<file path="config.mk">
export PLATFORM = sky130hd
export DESIGN_NAME = program_loader_flat
export DESIGN_NICKNAME = d
export VERILOG_FILES = /design/src/rtl/program_loader_if.sv /design/src/rtl/program_loader.sv /design/src/flat_wrapper.sv
export SDC_FILE = /design/constraint.sdc
export NUM_CORES = 1
export LEC_CHECK = 0
export CORE_MARGIN = 4
export CORE_UTILIZATION = 36
export DETAILED_ROUTE_END_ITERATION = 10
export SLEW_MARGIN = 20
export SYNTH_ARGS = -nofsm -noshare
export SYNTH_HDL_FRONTEND = slang
export SYNTH_SLANG_ARGS = --single-unit
</file>
<file path="constraint.sdc">
create_clock -name clk_i -period 3.4 [get_ports clk_i]
set_input_delay 1.02 -clock clk_i [delete_from_list [all_inputs] [get_ports clk_i]]
set_output_delay 1.02 -clock clk_i [all_outputs]
set_load 0.02 [all_outputs]
</file>
<file path="src/rtl/program_loader_if.sv">
// Byte-stream receive handshake plus memory write port between the loader and its environment.
// Latency: none, wires only.
// Backpressure: rx_rdy from the loader throttles rx_vld/rx_dat from the sender.
interface program_loader_if #(
   parameter int AddrWidth = 8,
   parameter int DataWidth = 16
);
   logic [7:0]           rx_dat;
   logic                 rx_vld;
   logic                 rx_rdy;
   logic [AddrWidth-1:0] mem_addr;
   logic [DataWidth-1:0] mem_din;
   logic                 mem_wr;
   logic                 mem_en;

   // Loader side: consumes bytes, masters the memory write port.
   modport master (
      input  rx_dat, rx_vld,
      output rx_rdy, mem_addr, mem_din, mem_wr, mem_en
   );

   // Environment side: byte sender and memory.
   modport slave (
      output rx_dat, rx_vld,
      input  rx_rdy, mem_addr, mem_din, mem_wr, mem_en
   );
endinterface

</file>
<file path="src/rtl/program_loader.sv">
// Boot loader: packs a byte stream (first byte = [15:8]) into words written from address 0, then releases the CPU hold.
// Latency: byte accepted in LO at edge N -> MEM write in cycle N+1; after the last word Done/CPU release from cycle N+2.
// Backpressure: rx_rdy is high only in HI/LO (and CHK); it drops for the write cycle, so the sender holds its byte.
// Optional: define CHECKSUM_EN to append one 8-bit sum byte, checked before the CPU is released.
module program_loader #(
   parameter int AddrWidth = 8,
   parameter int DataWidth = 16
) (
   input  logic                 clk_i,
   input  logic                 rst_n_i,
   input  logic                 start_i,
   input  logic [AddrWidth:0]   len_i,
   program_loader_if.master     bus,
   output logic                 cpu_hold_o,
   output logic                 busy_o,
   output logic                 done_o,
   output logic                 err_o
);

   typedef enum logic [2:0] {
      S_IDLE,
      S_HI,
      S_LO,
      S_WR,
      S_DONE
`ifdef CHECKSUM_EN
      ,
      S_CHK,
      S_FAIL
`endif
   } state_t;

   // Largest image is the whole address space; cnt/len are one bit wider so that count is representable.
   localparam logic [AddrWidth:0] MaxLen = {1'b1, {AddrWidth{1'b0}}};
   localparam logic [AddrWidth:0] One    = {{AddrWidth{1'b0}}, 1'b1};

   state_t                 state_q;
   logic [AddrWidth:0]     cnt_q;
   logic [AddrWidth:0]     len_q;
   logic [7:0]             hi_q;
   logic                   rx_rdy_q;
   logic                   mem_wr_q;
   logic [AddrWidth-1:0]   mem_addr_q;
   logic [DataWidth-1:0]   mem_din_q;
   logic                   cpu_hold_q;
   logic                   busy_q;
   logic                   done_q;
`ifdef CHECKSUM_EN
   logic [7:0]             sum_q;
   logic                   err_q;
`endif

   logic [AddrWidth:0]     len_d;
   logic [AddrWidth:0]     cnt_inc_d;
   logic                   xfer;

   // Oversized requests are clamped so the address never wraps.
   assign len_d     = (len_i > MaxLen) ? MaxLen : len_i;
   assign cnt_inc_d = cnt_q + One;
   assign xfer      = bus.rx_vld & rx_rdy_q;

   // Load sequencer: state, counters and every output are registered here.
   always_ff @(posedge clk_i or negedge rst_n_i) begin
      if (!rst_n_i) begin
         state_q    <= S_IDLE;
         cnt_q      <= '0;
         len_q      <= '0;
         hi_q       <= '0;
         rx_rdy_q   <= 1'b0;
         mem_wr_q   <= 1'b0;
         mem_addr_q <= '0;
         mem_din_q  <= '0;
         cpu_hold_q <= 1'b1;
         busy_q     <= 1'b0;
         done_q     <= 1'b0;
`ifdef CHECKSUM_EN
         sum_q      <= '0;
         err_q      <= 1'b0;
`endif
      end else begin
         // Write strobe lasts exactly one cycle; only the LO transfer raises it.
         mem_wr_q <= 1'b0;
         case (state_q)
            S_IDLE, S_DONE
`ifdef CHECKSUM_EN
            , S_FAIL
`endif
            : begin
               if (start_i) begin
                  len_q      <= len_d;
                  cnt_q      <= '0;
                  cpu_hold_q <= 1'b1;
                  done_q     <= 1'b0;
`ifdef CHECKSUM_EN
                  sum_q      <= '0;
                  err_q      <= 1'b0;
`endif
                  if (len_d == '0) begin
`ifdef CHECKSUM_EN
                     state_q    <= S_CHK;
                     rx_rdy_q   <= 1'b1;
                     busy_q     <= 1'b1;
`else
                     state_q    <= S_DONE;
                     done_q     <= 1'b1;
                     cpu_hold_q <= 1'b0;
                     busy_q     <= 1'b0;
`endif
                  end else begin
                     state_q  <= S_HI;
                     rx_rdy_q <= 1'b1;
                     busy_q   <= 1'b1;
                  end
               end
            end
            S_HI: begin
               if (xfer) begin
                  hi_q    <= bus.rx_dat;
`ifdef CHECKSUM_EN
                  sum_q   <= sum_q + bus.rx_dat;
`endif
                  state_q <= S_LO;
               end
            end
            S_LO: begin
               if (xfer) begin
                  mem_din_q  <= {hi_q, bus.rx_dat};
                  mem_addr_q <= cnt_q[AddrWidth-1:0];
                  mem_wr_q   <= 1'b1;
                  rx_rdy_q   <= 1'b0;
`ifdef CHECKSUM_EN
                  sum_q      <= sum_q + bus.rx_dat;
`endif
                  state_q    <= S_WR;
               end
            end
            S_WR: begin
               cnt_q <= cnt_inc_d;
               if (cnt_inc_d == len_q) begin
`ifdef CHECKSUM_EN
                  state_q    <= S_CHK;
                  rx_rdy_q   <= 1'b1;
`else
                  state_q    <= S_DONE;
                  done_q     <= 1'b1;
                  cpu_hold_q <= 1'b0;
                  busy_q     <= 1'b0;
`endif
               end else begin
                  state_q  <= S_HI;
                  rx_rdy_q <= 1'b1;
               end
            end
`ifdef CHECKSUM_EN
            S_CHK: begin
               if (xfer) begin
                  rx_rdy_q <= 1'b0;
                  busy_q   <= 1'b0;
                  if (bus.rx_dat == sum_q) begin
                     state_q    <= S_DONE;
                     done_q     <= 1'b1;
                     cpu_hold_q <= 1'b0;
                  end else begin
                     // Bad image: keep the CPU held until the host restarts the load.
                     state_q <= S_FAIL;
                     err_q   <= 1'b1;
                  end
               end
            end
`endif
            default: begin
               state_q  <= S_IDLE;
               rx_rdy_q <= 1'b0;
               busy_q   <= 1'b0;
            end
         endcase
      end
   end

   assign bus.rx_rdy   = rx_rdy_q;
   assign bus.mem_wr   = mem_wr_q;
   assign bus.mem_en   = mem_wr_q;
   assign bus.mem_addr = mem_addr_q;
   assign bus.mem_din  = mem_din_q;
   assign cpu_hold_o   = cpu_hold_q;
   assign busy_o       = busy_q;
   assign done_o       = done_q;
`ifdef CHECKSUM_EN
   assign err_o        = err_q;
`else
   assign err_o        = 1'b0;
`endif

endmodule

</file>
<file path="src/flat_wrapper.sv">
// flat-port wrapper written by rule: the top's interface ports become plain ports
module program_loader_flat 
#(
   parameter int AddrWidth = 8,
   parameter int DataWidth = 16
)
  (clk_i, rst_n_i, start_i, len_i, cpu_hold_o, busy_o, done_o, err_o, bus_rx_dat, bus_rx_vld, bus_rx_rdy, bus_mem_addr, bus_mem_din, bus_mem_wr, bus_mem_en);
  program_loader_if #(.AddrWidth(AddrWidth), .DataWidth(DataWidth)) bus_i ();
  input  logic clk_i;
  input  logic rst_n_i;
  input  logic start_i;
  input  logic [AddrWidth:0] len_i;
  output logic cpu_hold_o;
  output logic busy_o;
  output logic done_o;
  output logic err_o;
  input wire logic [$bits(bus_i.rx_dat)-1:0] bus_rx_dat;
  input wire logic [$bits(bus_i.rx_vld)-1:0] bus_rx_vld;
  output wire logic [$bits(bus_i.rx_rdy)-1:0] bus_rx_rdy;
  output wire logic [$bits(bus_i.mem_addr)-1:0] bus_mem_addr;
  output wire logic [$bits(bus_i.mem_din)-1:0] bus_mem_din;
  output wire logic [$bits(bus_i.mem_wr)-1:0] bus_mem_wr;
  output wire logic [$bits(bus_i.mem_en)-1:0] bus_mem_en;
  assign bus_i.rx_dat = bus_rx_dat;
  assign bus_i.rx_vld = bus_rx_vld;
  assign bus_rx_rdy = bus_i.rx_rdy;
  assign bus_mem_addr = bus_i.mem_addr;
  assign bus_mem_din = bus_i.mem_din;
  assign bus_mem_wr = bus_i.mem_wr;
  assign bus_mem_en = bus_i.mem_en;
  program_loader #(.AddrWidth(AddrWidth), .DataWidth(DataWidth)) u_core (.clk_i(clk_i), .rst_n_i(rst_n_i), .start_i(start_i), .len_i(len_i), .bus(bus_i), .cpu_hold_o(cpu_hold_o), .busy_o(busy_o), .done_o(done_o), .err_o(err_o));
endmodule
</file>
==> results by group <==
Outcome
  • Status: complete, no violations

Floorplan
  • Initial Util: 36.8%
  • Die height: 96.6 µm
  • Num rows: 32
  • Die ar.: 9340 µm²
  • I/O pin total: 52
  • Core area: 7690 µm²
  • Die W: 96.6 µm

Yosys
  • Cells after Synth: 253
  • Netlist cell types: 59
  • Net Count, Synth: 275
  • Dominant synthesized flop cell: dfrtp_1
  • Post-Syn Area: 2830 µm²
  • Yosys reg bits: 58
  • Syn Area/Cell: 11.2 µm²
  • Synth async-reset ratio: 100%
  • Sequential element share of the synthesized area: 51.3%
  • Yosys warns: 0
  • Post-synth EDFFs: 0

Power and ir drop
  • Max VDD drop: 0.372 mV
  • Power per cell area: 821 nW/µm²
  • Total Power: 2.96 mW
  • Leak pwr: 1.53 nW

Drt
  • Routed via count: 2,032
  • ANT nets after route: 0
  • Avg WL per Cell: 14.2 µm
  • Vias/cell: 4.98
  • Post-Route WL: 5.79 mm
  • Pre-Repair DR Iteration Count: 4
  • Drt drc: 0
  • DRT iter0 DRCs: 80

Global routing
  • Grt total ovfl: 0
  • First-pass GRT wire length: 10.2 mm
  • Initial antenna violation count: 0
  • Vias in the first global route: 2,023
  • Largest net degree at the start of global routing: 34
  • Total GRT Usage: 13.4%

Final layout
  • Fillers: 731
  • Commonest non-fill, non-tap cell in the layout: dfrtp_1
  • Most frequent cells in the layout: dfrtp_1, clkdlybuf4s50_1, mux2_1, nand2_1, a21oi_1
  • Post-route cell area: 3600 µm²
  • Area Overhead vs Synth: 27.4%
  • Post-route insts no fill: 408
  • Final net count: 323
  • # diodes: 0
  • Core Util, Final: 46.9%
  • Layout cells sized above 1: 10.5%

Worst setup path
  • Slack of the worst reg-to-reg path: 1.16 ns
  • Setup crit start kind: primary input
  • Setup crit end kind: register
  • Critical Path AT: 2.76 ns
  • Critical path type: primary input to register
  • R2r startpoint: u_core.cnt_q[0]$_DFFE_PN0P_
  • CP Cell Sequence: clkdlybuf4s50_1, or4_4, nor4_4, nor2_2, nor2b_1, a31oi_1
  • RR Endpoint: u_core.state_q[0]$_DFFE_PN0P_
  • Worst Reg-to-Reg Cells: 6
  • WP data required: 3.61 ns
  • Slowest CP cell: or4_4
  • CP max stage delay: 0.59 ns
  • CP Max Fanout: 10

Clock tree
  • Worst-Skew Late Latency: 0.34 ns
  • Postcts setup bufs: 0
  • Inserted Clock Buffers: 9
  • H-Tree Depth: 3
  • CTS root buffer: clkbuf_8
  • Hold Buf Count CTS: 0
  • Clk slew on worst S/H paths: 0.07 ns
  • CTS sink cnt: 58
  • CTS tree: done
  • Clk buf depth: 2
  • Post_cts resized: 0

STA
  • TNS Setup: 0 ns
  • Worst-Margin Slew: 0.562 ns
  • Min setup slack post-route: 0.843 ns
  • Setup Skew: 0.00912 ns
  • RSZ-0062 raised after global routing: no
  • Period Utilization, post-route: 75.2%
  • Max Transition Viols Final: 0
  • Fmax: 0.391 GHz
  • Setup Viol. Count Final: 0
  • Slew Limit Headroom: 62.4%
  • Final Hold Vio Count: 0
  • Min Clock Period, post-route: 2.56 ns
  • Hold Slack: 0.482 ns

Min path
  • Min-delay src: u_core.hi_q[1]$_DFFE_PN0P_
  • WHS Path Cells: 1
  • Min-Delay Path Class: register to register
  • Hold Path Sink: u_core.bus.mem_din[9]$_DFFE_PN0P_

Placement
  • RePlAce Congestion: 0.762
  • Cells after DPL: 392
  • DPL Wire Length: 4.20 mm
  • Worst slack at placement: 0.497 ns
  • Placed Area: 3380 µm²
  • Port Buffers: 50

Flow run
  • Maximum capacitance violations: 0
power breakdown:
part | switching (mW) | internal [mW] | leakage (nW)
sequential | 0.195 | 0.946 | 0.739
clock | 0.269 | 0.430 | 0.109
combinational | 0.578 | 0.542 | 0.681
critical path: cells and delay by family:
kind	cells	cell delay, ns
simple gates	4	1.15
compound gates	1	0.09
buf+inv	1	0.51
routing by layer:
layer  part of all wire [%]  GRT usage (%)
met2                     44           20.0
met5                      0              0
met4                    1.3           4.21
met3                    5.9           4.97
met1                     49           18.2
cells in the mapped netlist (all sizes together), types with 3 or more instances:
master   n  area share, %
nand3    4           0.71
mux2    32             13
xnor2    4            1.2
a21oi   12            2.3
nor3     5            1.1
a31oi    3           0.66
nand2b  11            2.7
o21ai   21            3.8
buf     13            3.0
nor2    11            1.7
clkbuf   3           0.40
xor2     4            1.2
dfrtp   57             50
nand2   25            3.4
nor2b    4           0.88
and3     5            1.1
cell families after synthesis:
logic type	synth area share, %
AND/OR/NAND/NOR	15.3
flip-flops	51.3
AO/OA/AOI/OAI	12.4
multiplexers	13.4
buffers and inverters	3.67
XOR/XNOR	3.32
adder cells (fa/ha/maj)	0.442
other	0.133
state kept, by name, indices dropped and copies added, names as in the netlist:
signal and cells:
u_core.bus.mem_addr 8, u_core.bus.mem_din 16, u_core.bus.mem_en 1, u_core.bus.rx_rdy 1, u_core.busy_o 1, u_core.cnt_q 9
u_core.cpu_hold_o 1, u_core.done_o 1, u_core.hi_q 8, u_core.len_q 9, u_core.state_q 3
worst max-delay path by stage:
stage / start / end / slack [ns] / depth (start not counted)
final: len_i[8] / u_core.busy_o$_DFFE_PN0P_ / 0.84 / 6
after global routing: len_i[8] / u_core.bus.rx_rdy$_DFFE_PN0P_ / 0.67 / 6
after CTS: len_i[8] / u_core.bus.rx_rdy$_DFFE_PN0P_ / 0.85 / 6
after detailed placement: len_i[8] / u_core.bus.rx_rdy$_DFFE_PN0P_ / 0.50 / 6
after global placement: len_i[8] / u_core.bus.rx_rdy$_DFFE_PN0P_ / 0.53 / 6
after floorplan: len_i[8] / u_core.bus.rx_rdy$_DFFE_PN0P_ / 1.06 / 6
layout make-up:
type / instances / area, µm² / area share (%)
clock buffer: 11 / 141 / 3.92
sequential: 58 / 1450 / 40.3
timing repair buffer: 53 / 518 / 14.4
inverter: 2 / 7.51 / 0.208
multi-input combinational: 177 / 1280 / 35.5
tap: 102 / 128 / 3.54
clock inverter: 5 / 77.6 / 2.15
Note: power is estimated with default switching activity, not from simulation.
